--- src/rtl/audio_pkg.sv ---
// Shared types and constants for the audio ADC conditioner.
// Holds FSM encoding, sample width and the mid-scale offset.
package audio_pkg;

  typedef enum logic [1:0] {
    IDLE,
    SEED,
    RUN
  } state_t;

  localparam int SW = 16;
  localparam logic [SW-1:0] MID = 16'h8000;

  typedef logic signed [SW-1:0] sample_t;

  // Unsigned 12-bit average to 16-bit two's complement around mid-scale.
  function automatic sample_t to_signed(input logic [11:0] avg);
    logic [SW-1:0] u;
    u = {avg, 4'b0} - MID;
    return sample_t'(u);
  endfunction

endpackage

--- src/rtl/dc_blocker.sv ---
// DC tracker with saturating subtract.
// dc is a 16.DC_SHIFT fixed-point estimate of the input offset.
module dc_blocker
  import audio_pkg::*;
#(
  parameter int DC_SHIFT = 10
) (
  input  logic    clk,
  input  logic    reset,
  input  sample_t s,
  input  logic    load,
  input  logic    step,
  output sample_t y,
  output logic    clip
);

  localparam int DW = SW + DC_SHIFT;

  logic [DW-1:0] dc;
  logic [SW-1:0] dc_int;
  logic [SW:0]   diff;

  assign dc_int = dc[DW-1 -: SW];
  assign diff   = {s[SW-1], s} - {dc_int[SW-1], dc_int};

  always_comb begin
    clip = diff[SW] != diff[SW-1];
    y    = sample_t'(diff[SW-1:0]);
    if (clip) begin
      y = diff[SW] ? sample_t'(16'h8000)
                   : sample_t'(16'h7fff);
    end
  end

  // Adding y at the fractional LSB moves dc_int by y >> DC_SHIFT.
  always_ff @(posedge clk) begin
    if (reset) begin
      dc <= '0;
    end else if (load) begin
      dc <= {s, {DC_SHIFT{1'b0}}};
    end else if (step) begin
      dc <= dc + {{DC_SHIFT{y[SW-1]}}, y};
    end
  end

endmodule

--- src/rtl/audio_adc_conditioner.sv ---
// ADC front end: block-average decimator, offset to signed,
// then DC removal. Two-stage pipeline after each block.
module audio_adc_conditioner
  import audio_pkg::*;
#(
  parameter int DECIM_LOG2 = 3,
  parameter int DC_SHIFT   = 10
) (
  input  logic        clk,
  input  logic        reset,
  input  logic        enable,
  input  logic        sample_valid,
  input  logic [11:0] adc_data,
  output logic        out_valid,
  output logic [15:0] out_sample,
  output logic        clip
);

  localparam int AW = 12 + DECIM_LOG2;
  localparam int CW = (DECIM_LOG2 == 0) ? 1 : DECIM_LOG2;
  localparam logic [CW-1:0] CNT_LAST =
    CW'((1 << DECIM_LOG2) - 1);

  state_t state, state_nx;

  logic [AW-1:0] acc, sum;
  logic [CW-1:0] cnt;
  logic [11:0]   avg;
  logic          active, take, done;

  sample_t s1;
  logic    s1_valid, s1_seed;
  logic    fire, load, step;
  sample_t y;
  logic    y_clip;

  assign active = enable && (state != IDLE);
  assign take   = active && sample_valid;
  assign done   = take && (cnt == CNT_LAST);
  assign sum    = acc + AW'(adc_data);
  assign avg    = sum[DECIM_LOG2 +: 12];

  assign fire = s1_valid && enable;
  assign load = fire && s1_seed;
  assign step = fire && !s1_seed;

  always_comb begin
    state_nx = state;
    unique case (state)
      IDLE:    if (enable) state_nx = SEED;
      SEED:    if (done) state_nx = RUN;
      RUN:     state_nx = RUN;
      default: state_nx = IDLE;
    endcase
    if (!enable) state_nx = IDLE;
  end

  always_ff @(posedge clk) begin
    if (reset) begin
      state      <= IDLE;
      acc        <= '0;
      cnt        <= '0;
      s1         <= '0;
      s1_valid   <= 1'b0;
      s1_seed    <= 1'b0;
      out_valid  <= 1'b0;
      out_sample <= '0;
      clip       <= 1'b0;
    end else begin
      state <= state_nx;
      if (!active) begin
        acc <= '0;
        cnt <= '0;
      end else if (take) begin
        if (done) begin
          acc <= '0;
          cnt <= '0;
        end else begin
          acc <= sum;
          cnt <= cnt + 1'b1;
        end
      end
      s1_valid <= done;
      if (done) begin
        s1      <= to_signed(avg);
        s1_seed <= (state == SEED);
      end
      out_valid <= fire;
      clip      <= step && y_clip;
      if (fire) begin
        out_sample <= s1_seed ? '0 : y;
      end
    end
  end

  dc_blocker #(
    .DC_SHIFT(DC_SHIFT)
  ) u_dc (
    .clk  (clk),
    .reset(reset),
    .s    (s1),
    .load (load),
    .step (step),
    .y    (y),
    .clip (y_clip)
  );

endmodule

--- config.mk ---
export PLATFORM = sky130hd
export DESIGN_NAME = audio_adc_conditioner
export DESIGN_NICKNAME = d
export VERILOG_FILES = /design/src/rtl/audio_pkg.sv /design/src/rtl/dc_blocker.sv /design/src/rtl/audio_adc_conditioner.sv
export SDC_FILE = /design/constraint.sdc
export NUM_CORES = 1
export LEC_CHECK = 0
export ABC_AREA = 1
export CORE_MARGIN = 10
export CORE_UTILIZATION = 55
export CTS_CLUSTER_DIAMETER = 200
export DETAILED_ROUTE_END_ITERATION = 12
export PLACE_DENSITY_LB_ADDON = 0.1
export SLEW_MARGIN = 5
export SYNTH_ARGS = -nofsm -noshare
export SYNTH_HDL_FRONTEND = slang
export SYNTH_SLANG_ARGS = --single-unit
--- constraint.sdc ---
create_clock -name clk -period 4.6 [get_ports clk]
set_input_delay 0.92 -clock clk [delete_from_list [all_inputs] [get_ports clk]]
set_output_delay 0.92 -clock clk [all_outputs]
set_load 0.05 [all_outputs]
Word-level counts from Yosys, hierarchy flattened
Cells that the tools add are included.
{"block": "classes", "addsub": 5, "n_reduce_logical": 14, "bitwise_logic": 2, "n_mux": 9, "n_eq_ne": 5}
{"op": "two-way mux 26 bit", "n": 2}
{"op": "two-way mux 16 bit", "n": 3}
{"op": "adder 26 bit", "n": 1}
{"op": "subtractor 16 x 16 -> 17 bit", "n": 1}
{"op": "subtractor 16 bit (second input constant)", "n": 1}
{"op": "adder 15 x 12 -> 15 bit", "n": 1}
{"op": "two-way mux 15 bit", "n": 1}
{"op": "logical AND 1 bit", "n": 7}
{"op": "case mux 2 bit (3 select lines)", "n": 1}
{"op": "OR reduction 2 bit", "n": 3}
{"op": "nonzero test 2 bit", "n": 2}
{"op": "adder 3 x 1 -> 3 bit (second input constant)", "n": 1}
{"op": "== test 3 bit (second input constant)", "n": 1}
{"op": "two-way mux 3 bit", "n": 1}
{"op": "== test 2 x 1 -> 1 bit (second input constant)", "n": 1}
{"op": "== test 2 bit (second input constant)", "n": 1}
{"op": "zero test 2 bit", "n": 1}
{"op": "two-way mux 2 bit", "n": 1}
{"op": "!= test 2 bit (second input constant)", "n": 1}
{"op": "inverter 1 bit", "n": 2}
{"op": "zero test 1 bit", "n": 1}
{"op": "!= test 1 bit", "n": 1}
{"block": "word_totals", "register_bits": 82, "output_inout_bits": 18, "in_bits": 16, "word_cells": 46}

Depth between registers and ports, before layout
Gate-level depths: netlist of run 1.
{"block": "logic_depth", "depth_word": 6, "mapped_depth": 27, "mapped_depth_nobuf": 26}

Modules after synthesis
Synthesis of run 1 repeated with hierarchy kept, for this count alone.
{"block": "unflattened", "hier_cells": 949, "hier_area_um2": 6199.7}
{"module": "dc_blocker", "seq_area_each_um2": 520.5, "instances": 1, "area_each_um2": 3373.2, "cells_each": 540}
{"module": "audio_adc_conditioner", "seq_area_each_um2": 1041.0, "instances": 1, "area_each_um2": 2826.5, "cells_each": 409}

Worst setup path before layout of run 1
Ideal clock, no wire load.
{"block": "synth_path", "path_kind": "register to register", "from": "register u_dc.dc[15]", "to": "register u_dc.dc[20]", "setup_slack_ns": 1.401, "setup_time_ns": 0.131, "path_stages_with_launch": 26, "required_time_ns": 4.469, "path_buffers": 0, "synth_period_minus_slack_ns": 3.199, "t_arrival_ns": 3.068, "path_cell_list": "dfxtp_1 -> inv_1 -> ha_1 -> nand2_1 -> inv_1 -> a21oi_1 -> nand2_2 -> nand2_1 -> nand2_1 -> nand2_1 -> nand2_2 -> nor2_2 -> o21ai_1 -> ha_1 -> fa_1 -> nand2_1 -> nand2_1 -> o21a_1 -> nand2_1 -> nand2_1 -> nand2_1 -> nand2_1 -> nand2_1 -> nand3b_1 -> nand3_1 -> o21ai_0"}
{"block": "synth_between", "elab_chain_len": 6, "elab_cells_between_ends": 7, "classes_between": "2 x add/sub; 1 x eq/ne; 4 x mux"}
{"element": "start, declared", "line": "dc_blocker.sv:19", "text": "logic [DW-1:0] dc;"}
{"element": "start signal, assigned", "line": "dc_blocker.sv:40", "text": "dc <= {s, {DC_SHIFT{1'b0}}};"}
{"element": "start signal, assigned", "line": "dc_blocker.sv:42", "text": "dc <= dc + {{DC_SHIFT{y[SW-1]}}, y};"}
{"element": "subtractor 16 x 16 -> 17 bit", "line": "dc_blocker.sv:24", "text": "assign diff = {s[SW-1], s} - {dc_int[SW-1], dc_int};"}
{"element": "two-way mux 16 bit / != test 1 bit (equally long branches)", "line": "dc_blocker.sv:30, dc_blocker.sv:27"}
{"element": "two-way mux 16 bit", "line": "dc_blocker.sv:29", "text": "if (clip) begin"}
{"element": "adder 26 bit *", "line": "dc_blocker.sv:42"}
{"element": "two-way mux 26 bit *", "line": "dc_blocker.sv:41", "text": "end else if (step) begin"}
{"element": "two-way mux 26 bit *", "line": "dc_blocker.sv:39", "text": "end else if (load) begin"}
Mark *: on every way between the ends. The rest lies on a longest branch, timed or not. The select of a mux whose other input is x is not followed.
A chain may end at the register's enable or synchronous reset.

Worst setup path in the final report of run 1
{"block": "layout_path", "from": "register u_dc.dc[19]", "to": "register u_dc.dc[20]"}
The elaborated chain is that of the path after synthesis.

==> run metrics, run 1 <==
Clock Power Share=40.0%; vias in the first global route=5,596; share of layout cells above drive strength 1=4.30%; n_diodes=0; sequential group share of total power=54.8%; Tcrit/Tclk final=88.4%; clk_lat worst skew=0.37 ns; Sw Pwr=0.309 mW; fmax=246 MHz; Die Area=15,600 µm²; CTS clk-pin slew, worst paths=0.09 ns; ANT nets after route=0; Arr. time, crit path=4.32 ns; Synth cell types=40; DR DRC count=0; Syn-to-layout area delta=10.8%; worst-path maximum fanout=15; Max Cap Violations=0; routed len/inst=14.6 µm; most common cell after layout, fill and taps aside=nand2_1; LEAKAGE=3.36 nW; largest net degree at the start of global routing=29; Pre-antenna DRT Iters=5; syn_nets=1,036; DRT Wirelength=16.6 mm; Synth Cell Area=6050 µm²; row count=38; Critical Path Start Type=flop; Die Ht=125 µm; die width=125 µm; initial core utilization=56.1%; Longest Clk Path Bufs=2; status=complete, no violations; switching part of the total=25.0%; setup bufs post-CTS=0; commonest cells after routing, fill and taps aside=272 x nand2_1, 116 x inv_1, 104 x a21oi_1; Slew @ Worst Pin=0.686 ns; first-pass GRT wire length=27.1 mm; clock sinks=78; All-Layer GR Usage=20.7%; CTS resizes=0; Core Area=10,800 µm²; Hold Buf Count CTS=0; Via density=5.43; clock root buffer=clkbuf_8; post-layout util=62.1%; CTS tree=done; Comb pwr share=5.2%; max-slew violations=0; Worst setup EP type=flop; remaining global-route overflow=0; Worst Path Required=4.86 ns; Clock Skews=0.0145 ns; pre-CTS setup slack=0.627 ns; YS warnings=0; Peak VDD IR=0.212 mV; Num CTS Buffers=9; worst setup margin=0.533 ns; port bufs=33; IO Count=34; Fillers=1,113; Cells after Synth=963; Rel. slew slack=54.1%; # setup viols final=0; placed cell area=6520 µm²; TNS Setup=0 ns; number of DRC markers in iteration 0=456; sequential share of the synthesized area=25.8%; initial antenna violation count=0; dpl hpwl=13.3 mm; htree depth=3; RSZ-0062 raised after global routing=false; Nets=1,068; Post-Layout Inst Area=6700 µm²; hold slack final=0.467 ns; Final Hold Viols=0; kind of critical path=reg -> reg; PwrDens=184 nW/µm²; Synth Register Bits=78; Hold Crit Class=reg -> reg; Period minus WS final=4.07 ns; internal power=0.927 mW; Via Count=6,192; RePlAce Congestion=0.965; syn avg cell area=6.28 µm²
-- metal layers --
| metal | track usage (%) | routed length (µm) | part of all wire, % |
|---|---|---|---|
| met3 | 3.66 | 875 | 5.3 |
| met5 | 0 | 0 | 0 |
| met4 | 9.49 | 517 | 3.1 |
| met1 | 24.3 | 7330 | 44 |
| met2 | 35.7 | 7900 | 48 |
-- stage by stage --
step / total power [mW] / std cells
final: 1.24 / 1140
after global routing: 1.28 / 1140
after CTS: 1.24 / 1140
after detailed placement: 0.757 / 1124
after global placement: 0.757 / 1124
after floorplan: 0.730 / 963
-- registers in the layout (all words and copies together) (netlist names) --
| register | cells |
|---|---|
| acc | 15 |
| clip | 1 |
| u_dc.dc | 26 |
| out_valid | 1 |
| s1 | 12 |
| s1_seed | 1 |
| state | 2 |
| cnt | 3 |
| s1_valid | 1 |
| out_sample | 16 |
-- power by group through the flow --
stage | Sequential (mW) | Combinational (mW) | Clock [mW]
floorplan | 0.693 | 0.0372 | 0
global placement | 0.693 | 0.0642 | 0
detailed placement | 0.693 | 0.0646 | 0
CTS | 0.677 | 0.0650 | 0.499
global route | 0.677 | 0.0726 | 0.527
finish | 0.677 | 0.0649 | 0.494
-- cell usage after synthesis, drive strengths merged --
cell,n,area [µm²]
a31o,1,8.76
nand2,280,1080
dfxtp,78,1560
clkbuf,13,48.8
nor2,92,348
o22ai,7,43.8
a211oi,3,22.5
o21ai,51,255
inv,117,439
or2,5,31.3
nor4,1,6.26
xnor2,7,61.3
a21oi,106,538
a21o,2,15.0
nand4,9,56.3
a22oi,1,7.51
o21bai,4,30.0
a31oi,6,37.5
nand3,75,375
nor3,10,71.3
ha,55,688
xor2,15,131
clkinv,3,11.3
buf,7,43.8
fa,2,40.0
nand3b,7,52.6
a21boi,1,7.51
o211ai,3,22.5
o21a,2,15.0
-- worst paths after layout --
kind                    endpoint            from  cells past startpoint  slack, ns
setup reg to reg     u_dc.dc[20]     u_dc.dc[19]                     25       0.53
hold / removal    out_sample[10]  out_sample[10]                      2       0.47
hold reg to reg   out_sample[10]  out_sample[10]                      2       0.47
setup / recovery     u_dc.dc[20]     u_dc.dc[19]                     25       0.53
-- layout make-up --
type	count	area, µm²	area share (%)
timing repair buffer	41	390	5.83
multi-input combinational	745	3950	58.9
tap	140	175	2.61
sequential	78	1560	23.3
clock buffer	13	159	2.37
clock inverter	3	18.8	0.280
inverter	120	450	6.72
-- worst max-delay path, stage by stage, from the launching register on --
cell      delay [ns]
dfxtp_1         0.38
inv_1           0.06
ha_1            0.34
nand2_1         0.13
nand2_1         0.11
nand2_1         0.11
nand2_1         0.08
a21oi_2         0.17
nand2_1         0.10
nand2_2         0.08
nand2_4         0.07
nor2_2          0.45
o21ai_1         0.16
ha_1            0.27
fa_1            0.45
nand2_1         0.11
nand2_1         0.06
o21a_1          0.12
nand2_1         0.06
nand2_1         0.09
nand2_1         0.07
nand2_1         0.11
nand2_1         0.11
nand3b_1        0.07
nand3_1         0.08
o21ai_0         0.09
-- logic make-up after synthesis --
| logic type | count (synthesis) | synth area share [%] |
|---|---|---|
| AND/OR/NAND/NOR | 479 | 33.4 |
| AO/OA/AOI/OAI | 187 | 16.6 |
| buffers and inverters | 140 | 8.97 |
| flip-flops | 78 | 25.8 |
| adder cells (fa/ha/maj) | 57 | 12.0 |
| XOR/XNOR | 22 | 3.18 |
Note: power is estimated with default switching activity, not from simulation.
==> run 2, diff against run 1 <==
==> constraint.sdc (replaced) <==
create_clock -name clk -period 4.6 [get_ports clk]
set_input_delay 0.69 -clock clk [delete_from_list [all_inputs] [get_ports clk]]
set_output_delay 0.69 -clock clk [all_outputs]
set_load 0.05 [all_outputs]
==> run 2 against run 1 <==
  * Non-clock buffer count is the same
  * First-iteration DRC count down 5.5%
  * Critical path depth increased by 1
  * Final cell count unchanged
  * Global-route usage grew 0.63 points
  * Largest power group unchanged
  * Clock skew decreased by 0.0041 ns
  * Sequential cell count is the same
  * Clock power increased by 12%
==> run metrics, run 2 (synthesis gave the netlist of run 1 again) <==
status=complete, no violations; vias in the first global route=5,702; kind of critical path=reg -> reg; max incr delay on CP=0.48 ns; CTS clk-pin slew, worst paths=0.09 ns; critical path's most frequent cell=nand2_1; Slew @ Worst Pin=0.837 ns; met2 Use GR=35.5%; multi-input logic area=3950 µm²; Critical Path Start Type=flop; Peak VDD IR=0.156 mV; commonest cells after routing, fill and taps aside=272 x nand2_1, 116 x inv_1, 104 x a21oi_1; Nets=1,068; register name with the most flops=u_dc.dc; fmax=251 MHz; All-Layer GR Usage=21.3%; GR Layer Usage met3=3.32%; # setup viols final=0; setup bufs post-CTS=0; Via density=5.40; max-slew violations=0; TNS Setup=0 ns; Rel. slew slack=44.0%; worst-path maximum fanout=15; IO Count=34; Worst Path Required=4.93 ns; Die Area=15,600 µm²; Num CTS Buffers=9; CTS tree=done; clock sinks=78; Longest Clk Path Bufs=2; remaining global-route overflow=0; Register Area=1560 µm²; clk_lat worst skew=0.38 ns; number of DRC markers in iteration 0=431; DR DRC count=0; share of layout cells above drive strength 1=4.50%; max reg flops=26; largest registers=u_dc.dc: 26 flops, out_sample: 16 flops, acc: 15 flops; WP buf/inv=2; Tot Pwr=1.30 mW; Clock Skews=0.0105 ns; cell family with most CP delay=simple AND/OR/NAND/NOR gates; Final Hold Viols=0; LEAKAGE=3.37 nW; Via Count=6,156; Worst setup EP type=flop; Core Area=10,800 µm²; RSZ-0062 raised after global routing=false; RePlAce Congestion=0.976; routed len/inst=14.7 µm; ANT nets after route=0; Max Cap Violations=0; DRT Wirelength=16.7 mm; Pre-antenna DRT Iters=5; most common cell after layout, fill and taps aside=nand2_1; Period minus WS final=3.98 ns; CP max stage cell=fa_1; n_diodes=0; Die Ht=125 µm; port bufs=33; htree depth=3; row count=38; initial core utilization=56.1%; initial antenna violation count=0; die width=125 µm; PwrDens=192 nW/µm²; GRT busiest layer=met2; met1 usage=25.7%; dpl hpwl=13.3 mm; largest net degree at the start of global routing=29; Arr. time, crit path=4.31 ns; Tcrit/Tclk final=86.5%; Syn-to-layout area delta=11.3%; clock root buffer=clkbuf_8; first-pass GRT wire length=27.8 mm; Fillers=1,081; Hold Crit Class=reg -> reg
## run 2: cell types whose count changed in the layout (fill, tap and decap cells not counted), sizes merged
cell	change
clkbuf	-2
inv	+1
clkinv	-1
clkinvlp	+1
bufinv	+1
## run 2: final timing paths
| path | startpoint | to | slack, ns | depth (start not counted) |
|---|---|---|---|---|
| max | u_dc.dc[16] | u_dc.dc[24] | 0.62 | 26 |
| min reg2reg | out_sample[10] | out_sample[10] | 0.46 | 2 |
| min | out_sample[10] | out_sample[10] | 0.46 | 2 |
| max reg2reg | u_dc.dc[16] | u_dc.dc[24] | 0.62 | 26 |
## run 2: repair_timing
item	in CTS	in global routing
hold buffers	0	0
endpoints found under the setup margin	0	1
resized for setup	0	1
## run 2: worst register-to-register path, cell delays in order, from the launching register on
cell and delay, ns:
dfxtp_1 0.41, inv_1 0.06, ha_1 0.35, nand2_1 0.14, inv_1 0.05, a21oi_1 0.17, nand2_2 0.12, nand2_2 0.09
nand2_1 0.07, nand2_2 0.08, nand2_4 0.08, nor2_4 0.30, o21ai_1 0.14, ha_1 0.27, fa_1 0.48, nand2_1 0.12
nand2_1 0.06, o21a_1 0.12, nand2_1 0.06, nand2_1 0.10, nand2_1 0.09, nand2_1 0.12, nand3b_1 0.13, nand2_1 0.06
nand2_1 0.06, nand3_1 0.09, nand2_1 0.09
## run 2: per-stage QoR
step	hold slack, ns	std cells	worst slack [ns]	util, %	instance area, µm²
6_report	0.465	1140	0.619	62.4	6740
3_3_place_gp	0.454	1124	0.496	60.4	6520
3_5_place_dp	0.455	1124	0.485	60.4	6520
5_1_grt	0.480	1140	0.185	62.4	6740
2_1_floorplan	0.443	963	1.40	-	6050
4_1_cts	0.468	1140	0.484	62.4	6730
## run 2: per-layer routing
metal	routed length, µm	share of wire, %	up-vias
li1	-	-	3221
met1	7350	44	2725
met2	7940	47	168
met3	775	4.6	42
met4	682	4.1	0
met5	0	0	-
## run 2: report_power, final
group          switching, mW  internal, mW  leakage (nW)
Sequential          0.000763         0.676         0.628
Clock                  0.273         0.280         0.106
Combinational         0.0394        0.0253          2.64
Total                  0.314         0.982          3.37
## run 2: area by class of cell
| cell class | count | area share, % |
|---|---|---|
| repair buffers | 41 | 5.79 |
| well taps | 140 | 2.60 |
| multi-input cells | 745 | 58.7 |
| clock buffers | 11 | 2.25 |
| inverters | 120 | 6.69 |
| flip-flops and latches | 78 | 23.2 |
| clock inverters | 5 | 0.836 |
